### src/rtl/bsk_pkg.sv
// Shared definitions for the BSK command path (also used by the PRD register block).
package bsk_pkg;

   localparam int COM_WIDTH    = 16;
   localparam int PRESC_DEF    = 250;
   localparam int FILT_LEN_DEF = 4;

   typedef logic [COM_WIDTH-1:0] com_t;

endpackage

### src/rtl/bsk_debounce_ch.sv
// One command channel: 2-FF synchroniser on the active-low raw line followed by a
// consecutive-sample filter that advances only on prescaler ticks.
module bsk_debounce_ch
   import bsk_pkg::*;
#(
   parameter int FILT_LEN = FILT_LEN_DEF
) (
   input  logic clk,
   input  logic srst_i,
   input  logic tick_i,
   input  logic com_n_i,
   output logic com_o,
   output logic change_o
);

   localparam int CW = $clog2(FILT_LEN);

   logic          sync1_q;
   logic          sync2_q;
   logic          com_q;
   logic          com_d;
   logic [CW-1:0] cnt_q;
   logic [CW-1:0] cnt_d;
   logic          sample;

   assign sample = ~sync2_q;

   // A sample equal to the accepted level restarts the count: no integration.
   always_comb begin
      cnt_d    = cnt_q;
      com_d    = com_q;
      change_o = 1'b0;
      if (tick_i) begin
         if (sample == com_q) begin
            cnt_d = '0;
         end else if (cnt_q == CW'(FILT_LEN - 1)) begin
            com_d    = sample;
            cnt_d    = '0;
            change_o = 1'b1;
         end else begin
            cnt_d = cnt_q + 1'b1;
         end
      end
   end

   always_ff @(posedge clk) begin
      if (srst_i) begin
         sync1_q <= 1'b1;
         sync2_q <= 1'b1;
         com_q   <= 1'b0;
         cnt_q   <= '0;
      end else begin
         sync1_q <= com_n_i;
         sync2_q <= sync1_q;
         com_q   <= com_d;
         cnt_q   <= cnt_d;
      end
   end

   assign com_o = com_q;

endmodule

### src/rtl/bsk_com_filter.sv
// Command input conditioning: per-channel debounce, shared sample-tick prescaler,
// window-valid status and change pulse / sticky change mask for the bus side.
module bsk_com_filter
   import bsk_pkg::*;
#(
   parameter int WIDTH    = COM_WIDTH,
   parameter int PRESC    = PRESC_DEF,
   parameter int FILT_LEN = FILT_LEN_DEF
) (
   input  logic             clk,
   input  logic             iRes,
   input  logic [WIDTH-1:0] iCom,
   input  logic             iAck,
   output logic [WIDTH-1:0] oCom,
   output logic             oValid,
   output logic             oChg,
   output logic [WIDTH-1:0] oChgMask
);

   localparam int PW = $clog2(PRESC + 1);
   localparam int TW = $clog2(FILT_LEN);

   logic [PW-1:0]    presc_q;
   logic [PW-1:0]    presc_d;
   logic             tick;
   logic [TW-1:0]    tcnt_q;
   logic [TW-1:0]    tcnt_d;
   logic             valid_q;
   logic             valid_d;
   logic             chg_q;
   logic [WIDTH-1:0] mask_q;
   logic [WIDTH-1:0] mask_d;
   logic [WIDTH-1:0] change;

   assign tick    = (presc_q == PW'(PRESC - 1));
   assign presc_d = tick ? '0 : presc_q + 1'b1;

   // oValid marks the end of the first complete filter window after reset.
   always_comb begin
      tcnt_d  = tcnt_q;
      valid_d = valid_q;
      if (tick && !valid_q) begin
         if (tcnt_q == TW'(FILT_LEN - 1)) begin
            valid_d = 1'b1;
         end else begin
            tcnt_d = tcnt_q + 1'b1;
         end
      end
   end

   // Acceptances coinciding with iAck survive the clear.
   assign mask_d = iAck ? change : (mask_q | change);

   generate
      for (genvar gi = 0; gi < WIDTH; gi++) begin : g_ch
         bsk_debounce_ch #(
            .FILT_LEN (FILT_LEN)
         ) u_ch (
            .clk      (clk),
            .srst_i   (iRes),
            .tick_i   (tick),
            .com_n_i  (iCom[gi]),
            .com_o    (oCom[gi]),
            .change_o (change[gi])
         );
      end
   endgenerate

   always_ff @(posedge clk) begin
      if (iRes) begin
         presc_q <= '0;
         tcnt_q  <= '0;
         valid_q <= 1'b0;
         chg_q   <= 1'b0;
         mask_q  <= '0;
      end else begin
         presc_q <= presc_d;
         tcnt_q  <= tcnt_d;
         valid_q <= valid_d;
         chg_q   <= |change;
         mask_q  <= mask_d;
      end
   end

   assign oValid   = valid_q;
   assign oChg     = chg_q;
   assign oChgMask = mask_q;

endmodule
### config.mk
export PLATFORM = sky130hd
export DESIGN_NAME = bsk_com_filter
export DESIGN_NICKNAME = d
export VERILOG_FILES = /design/src/rtl/bsk_pkg.sv /design/src/rtl/bsk_debounce_ch.sv /design/src/rtl/bsk_com_filter.sv
export SDC_FILE = /design/constraint.sdc
export NUM_CORES = 1
export LEC_CHECK = 0
export CORE_MARGIN = 2
export CORE_UTILIZATION = 50
export DETAILED_ROUTE_END_ITERATION = 16
export PLACE_DENSITY = 0.7
export SLEW_MARGIN = 10
export SYNTH_ARGS = -nofsm -noshare
export SYNTH_HDL_FRONTEND = slang
export SYNTH_SLANG_ARGS = --single-unit
### constraint.sdc
create_clock -name clk -period 1.95 [get_ports clk]
set_input_delay 0.39 -clock clk [delete_from_list [all_inputs] [get_ports clk]]
set_output_delay 0.39 -clock clk [all_outputs]
set_load 0.005 [all_outputs]
* After elaboration in Yosys (flattened, before gate mapping)
Cells that the tools add are included.
Storage, ports and cells: flip-flop bits (word level) 108, bits of input ports 19, word-level logic and storage cells 258
Operators by class: add/subtract/negate cells 18, equality and inequality tests 34, multiplexer cells 81, bitwise operators 34, reductions and logical operators 22
Operator list (count):
- $mux 2 | 32
- $mux 1 | 48
- $reduce_and 3->1 | 16
- $add 2x1->2 const B | 17
- $eq 2x2->1 const B | 17
- $not 1->1 | 33
- $eq 1x1->1 | 16
- $mux 16 | 1
- $or 16x16->16 | 1
- $reduce_or 16->1 | 1
- $add 8x1->8 const B | 1
- $eq 8x8->1 const B | 1
- $reduce_and 2->1 | 2
- $reduce_or 2->1 | 1
- $logic_and 1x1->1 | 1
- $logic_not 1->1 | 1

* Longest topological paths before layout
Gate-level depths: netlist of the first run.
depth after elaboration 6, depth in mapped cells 9

* By module
A second synthesis of the first run with hierarchy kept.
Second synthesis, totals: cells, all modules 415, area total of the unflattened synthesis 4214.0 sq um
Modules (own cells, without submodules):
- bsk_debounce_ch | instances 16, cells each 19, area an instance 197.7 sq um
- bsk_com_filter | instances 1, cells each 111, area an instance 1051.0 sq um

* Worst setup path after synthesis of the first run
OpenSTA, ideal clock, no wires.
kind register -> register, from register presc_q[1], to register valid_q (netlist: oValid), setup time 0.128 ns, data arrival time 1.429 ns, path slack 0.393 ns, cell stages (with the launch flop) 10, period minus slack after synthesis 1.557 ns, path through dfxtp_1 -> inv_1 -> ha_1 -> and3b_1 -> and2_1 -> buf_6 -> buf_8 -> buf_8 -> a21oi_2 -> nor2_1
On the way: word-level cells in the longest chain between the ends 3
RTL lines:
- start: declaration | line bsk_com_filter.sv:23 | logic [PW-1:0] presc_q;
- start signal: assignment | line bsk_com_filter.sv:77 | presc_q <= presc_d;
- $eq 8x8->1 | line bsk_com_filter.sv:35 | assign tick = (presc_q == PW'(PRESC - 1));
- $logic_and 1x1->1 | line bsk_com_filter.sv:42 | if (tick && !valid_q) begin
- $reduce_and 2->1 (no line)
- end signal: assignment | line bsk_com_filter.sv:79 | valid_q <= valid_d;
- end: declaration | line bsk_com_filter.sv:28 | logic valid_q;
No other way between the ends. A chain may end at the register's enable or synchronous reset.

* Worst setup path after layout of the first run
from register presc_q[0], to register g_ch[10].u_ch.com_q
On the way: word-level cells in the longest chain between the ends 2
RTL lines:
- $eq 8x8->1 | line bsk_com_filter.sv:35
- $reduce_and 3->1 (no line)
- end signal: assignment | line bsk_debounce_ch.sv:55 | com_q <= com_d;
- end: declaration | line bsk_debounce_ch.sv:20 | logic com_q;
No other way between the ends.

==> results of run 1 <==
report_power, final:
part | leakage, uW | switching (uW) | internal [uW]
clock network | 0.0000976 | 758 | 551
registers | 0.000878 | 18.9 | 2240
logic | 0.000773 | 71.9 | 72.7
cells by family (layout without fill, tap and decap cells):
kind of cell | after synthesis | count (layout)
and+or+nand+nor | 158 | 158
DFF | 108 | 108
AOI/OAI and AO/OA | 91 | 91
buffers and inverters | 45 | 77
xor gates and xnor gates | 22 | 22
adders and majority gates | 19 | 19
muxes | 1 | 1
metrics by stage:
stage | utilization | setup slack [ns] | total power [uW] | cells | area, um2
2_1_floorplan | - | 0.3930 | 2393 | 444 | 4380
3_3_place_gp | 0.5660 | 0.3498 | 2454 | 568 | 4863
3_5_place_dp | 0.5660 | 0.2694 | 2457 | 568 | 4863
4_1_cts | 0.5888 | 0.2188 | 3745 | 584 | 5060
5_1_grt | 0.5888 | 0.1108 | 3865 | 584 | 5060
6_report | 0.5888 | 0.2282 | 3713 | 584 | 5060
registers in the layout, summed over array words and instances (netlist names):
name / cells
presc_q: 8
g_ch.u_ch.com_o: 16
g_ch.u_ch.sync1_q: 16
tcnt_q: 2
g_ch.u_ch.sync2_q: 16
oChg: 1
oValid: 1
oChgMask: 16
g_ch.u_ch.cnt_q: 32
cell usage after synthesis (5+ instances only):
master | count | area [um2]
nand3_1 | 27 | 135.1
nand3_2 | 12 | 120.1
a21oi_1 | 41 | 205.2
xnor2_1 | 18 | 157.7
or2_2 | 32 | 200.2
ha_1 | 19 | 237.7
nand2_1 | 39 | 146.4
dfxtp_1 | 108 | 2162
a21oi_2 | 12 | 105.1
a32oi_1 | 12 | 105.1
nor3_2 | 5 | 50.05
a311oi_1 | 16 | 140.1
buf_4 | 18 | 135.1
nor2_1 | 35 | 131.4
clkbuf_1 | 15 | 56.30
worst max-delay path by stage:
stage	startpoint	slack, ns	cells past startpoint	end
after floorplan	presc_q[1]	0.39	9	oValid
after global placement	presc_q[0]	0.35	6	g_ch[0].u_ch.com_o
after detailed placement	presc_q[0]	0.27	6	g_ch[11].u_ch.com_o
after CTS	presc_q[0]	0.22	6	g_ch[10].u_ch.com_o
after global routing	presc_q[0]	0.11	6	g_ch[10].u_ch.com_o
final	presc_q[0]	0.23	6	g_ch[10].u_ch.com_o
cells in the final DEF, fill, tap and decap left out, types with 2 or more instances in the layout:
master / count
buf_12: 5
ha_1: 19
a221oi_1: 4
a22o_1: 4
nor3_2: 5
buf_4: 2
nand4_1: 2
clkbuf_8: 11
xnor2_1: 18
nand2_1: 39
clkdlybuf4s50_1: 51
nand3_2: 12
dfxtp_1: 108
or2_2: 32
nor3_1: 2
clkinv_4: 3
inv_1: 3
a311oi_1: 16
nor2_1: 35
a21oi_1: 41
a21oi_2: 12
xor2_1: 4
nand3_1: 27
a32oi_1: 12
worst max-delay path: stages, from the launching register on:
cell      delay [ns]
dfxtp_1         0.41
ha_1            0.16
and3b_1         0.19
and2_2          0.23
buf_12          0.24
a21oi_1         0.10
a311oi_1        0.27
routing by layer:
metal	wire length [um]	GRT usage	vias to the layer above
li1	-	-	1597
met1	4084	0.2567	1425
met2	3438	0.2546	62
met3	314	0.03237	9
met4	98	0.05769	0
met5	0	0	-
area by class of cell:
class	instances	area, um2	area share
Tap cell	108	135.1	0.02671
Sequential cell	108	2162	0.4273
Clock inverter	5	45.04	0.008902
Multi-Input combinational cell	291	1929	0.3813
Timing Repair Buffer	58	625.6	0.1236
Inverter	3	11.26	0.002226
Clock buffer	11	151.4	0.02992
==> metrics.md, run 1 <==
| Metric | Value |
|---|---|
| Status | finished clean |
| Nets | 509 |
| Syn-to-layout area delta | 15.51% |
| Worst Tran Pin Value | 0.5874 ns |
| Setup crit end kind | register |
| Synthesized netlist cell count | 444 |
| Hold Path Stages | 1 |
| Wire length per cell | 13.59 um |
| First-pass GRT wire length | 13.75 mm |
| Element type at the critical path start | register |
| Adder-Cell Fraction of Synth Area | 0.05427 |
| Fillers | 773 |
| Clk buf depth | 2 |
| Setup bufs post-CTS | 0 |
| CTS sink cnt | 108 |
| Worst Hold Class | register to register |
| Die ar. | 0.009526 mm2 |
| Reg2reg setup slack | 0.23 ns |
| Fraction of registers with async set/reset | 0 |
| # rows | 34 |
| Critical path peak fanout | 46 |
| YS warnings | 0 |
| Max Freq | 0.5808 GHz |
| Setup_tns | 0 ns |
| Drt pass-1 iters | 4 |
| Main flop type after synthesis | dfxtp_1 |
| CTS tree | yes |
| Congestion Overflow GR | 0 |
| Clock latency on the worst-skew pair | 0.36 ns |
| Starting density of the core | 0.5098 |
| Number of synthesized flops with an enable pin | 0 |
| Dpl hpwl | 5.370 mm |
| Initial antenna violation count | 0 |
| Post-Syn Nets | 482 |
| ANT nets after route | 0 |
| VDD IR max | 0.0003966 V |
| Chip width | 97.60 um |
| Synthesized area per cell | 9.866 um2 |
| Clock Skews | 0.01736 ns |
| I/O pin count | 53 |
| Post-synthesis mux area share | 0.002285 |
| Vias per cell | 5.296 |
| CTS Buf Count | 9 |
| Total wire length | 7.936 mm |
| Required @ worst endpoint | 2.21 ns |
| # DRC | 0 |
| Depth of the most critical reg-to-reg path | 6 |
| Aggregate global-route resource usage | 0.1734 |
| Pwr per Cell Area | 733.8 mW/mm2 |
| Port Buf Inserts | 52 |
| FF-to-FF Start | presc_q[0] |
| Unrepaired setup endpoints after global routing | no |
| Clock transition at the registers of the reported paths | 0.10 ns |
| Crit path kind | register to register |
| Die Y | 97.60 um |
| Dominant combinational cell family by area after synthesis | simple AND/OR/NAND/NOR gates |
| # resized after CTS | 0 |
| Hold Crit Start | g_ch[4].u_ch.sync1_q |
| Worst Hold End | g_ch[4].u_ch.sync2_q |
| Period Utilization, post-route | 0.8830 |
| Yosys cell types | 31 |
| Post-Syn Area | 0.004380 mm2 |
| Compound-Gate Fraction of Synth Area | 0.1482 |
| Critical path arrival | 1.98 ns |
| DR vias | 3093 |
| Root Driver | clkbuf_8 |
| Sequential area share after synthesis | 0.4936 |
| Layout cells sized above 1 | 0.1828 |
| CTS Hold Buffers Added | 0 |
| Core box area | 0.008593 mm2 |
| Final hold violations | 0 |
| Simple-gate portion of the synthesized area | 0.1914 |
| Slew Viols, Final | 0 |
| Vias in the first global route | 2921 |
| Post-Synth XOR/XNOR Area | 0.04399 |
| Crit path time final | 1.722 ns |
| #FFs+latches synth | 108 |
| RePlAce Congestion | 0.7519 |
| Hold slack | 0.4141 ns |
| Largest net degree at the start of global routing | 47 |
| Max-cap violations | 0 |
| Leakage | 0.001748 uW |
| ANT cells | 0 |
| Slew margin rel. | 0.6079 |
| Reg2reg end | g_ch[10].u_ch.com_o |
| Initial DRC count | 113 |
| # setup viols final | 0 |
| H-tree depth reported by CTS | 3 |
No activity file was read; power rests on OpenSTA's default activity.
==> run 2, diff against run 1 <==
--- a/config.mk
+++ b/config.mk
@@ -9,7 +9,8 @@
 export CORE_UTILIZATION = 50
 export DETAILED_ROUTE_END_ITERATION = 16
 export PLACE_DENSITY = 0.7
-export SLEW_MARGIN = 10
+export SKIP_CTS_REPAIR_TIMING = 1
+export SLEW_MARGIN = 20
 export SYNTH_ARGS = -nofsm -noshare
 export SYNTH_HDL_FRONTEND = slang
 export SYNTH_SLANG_ARGS = --single-unit
==> results of run 2 <==
Final layout, timing and power as in run 1 (identical DEF).
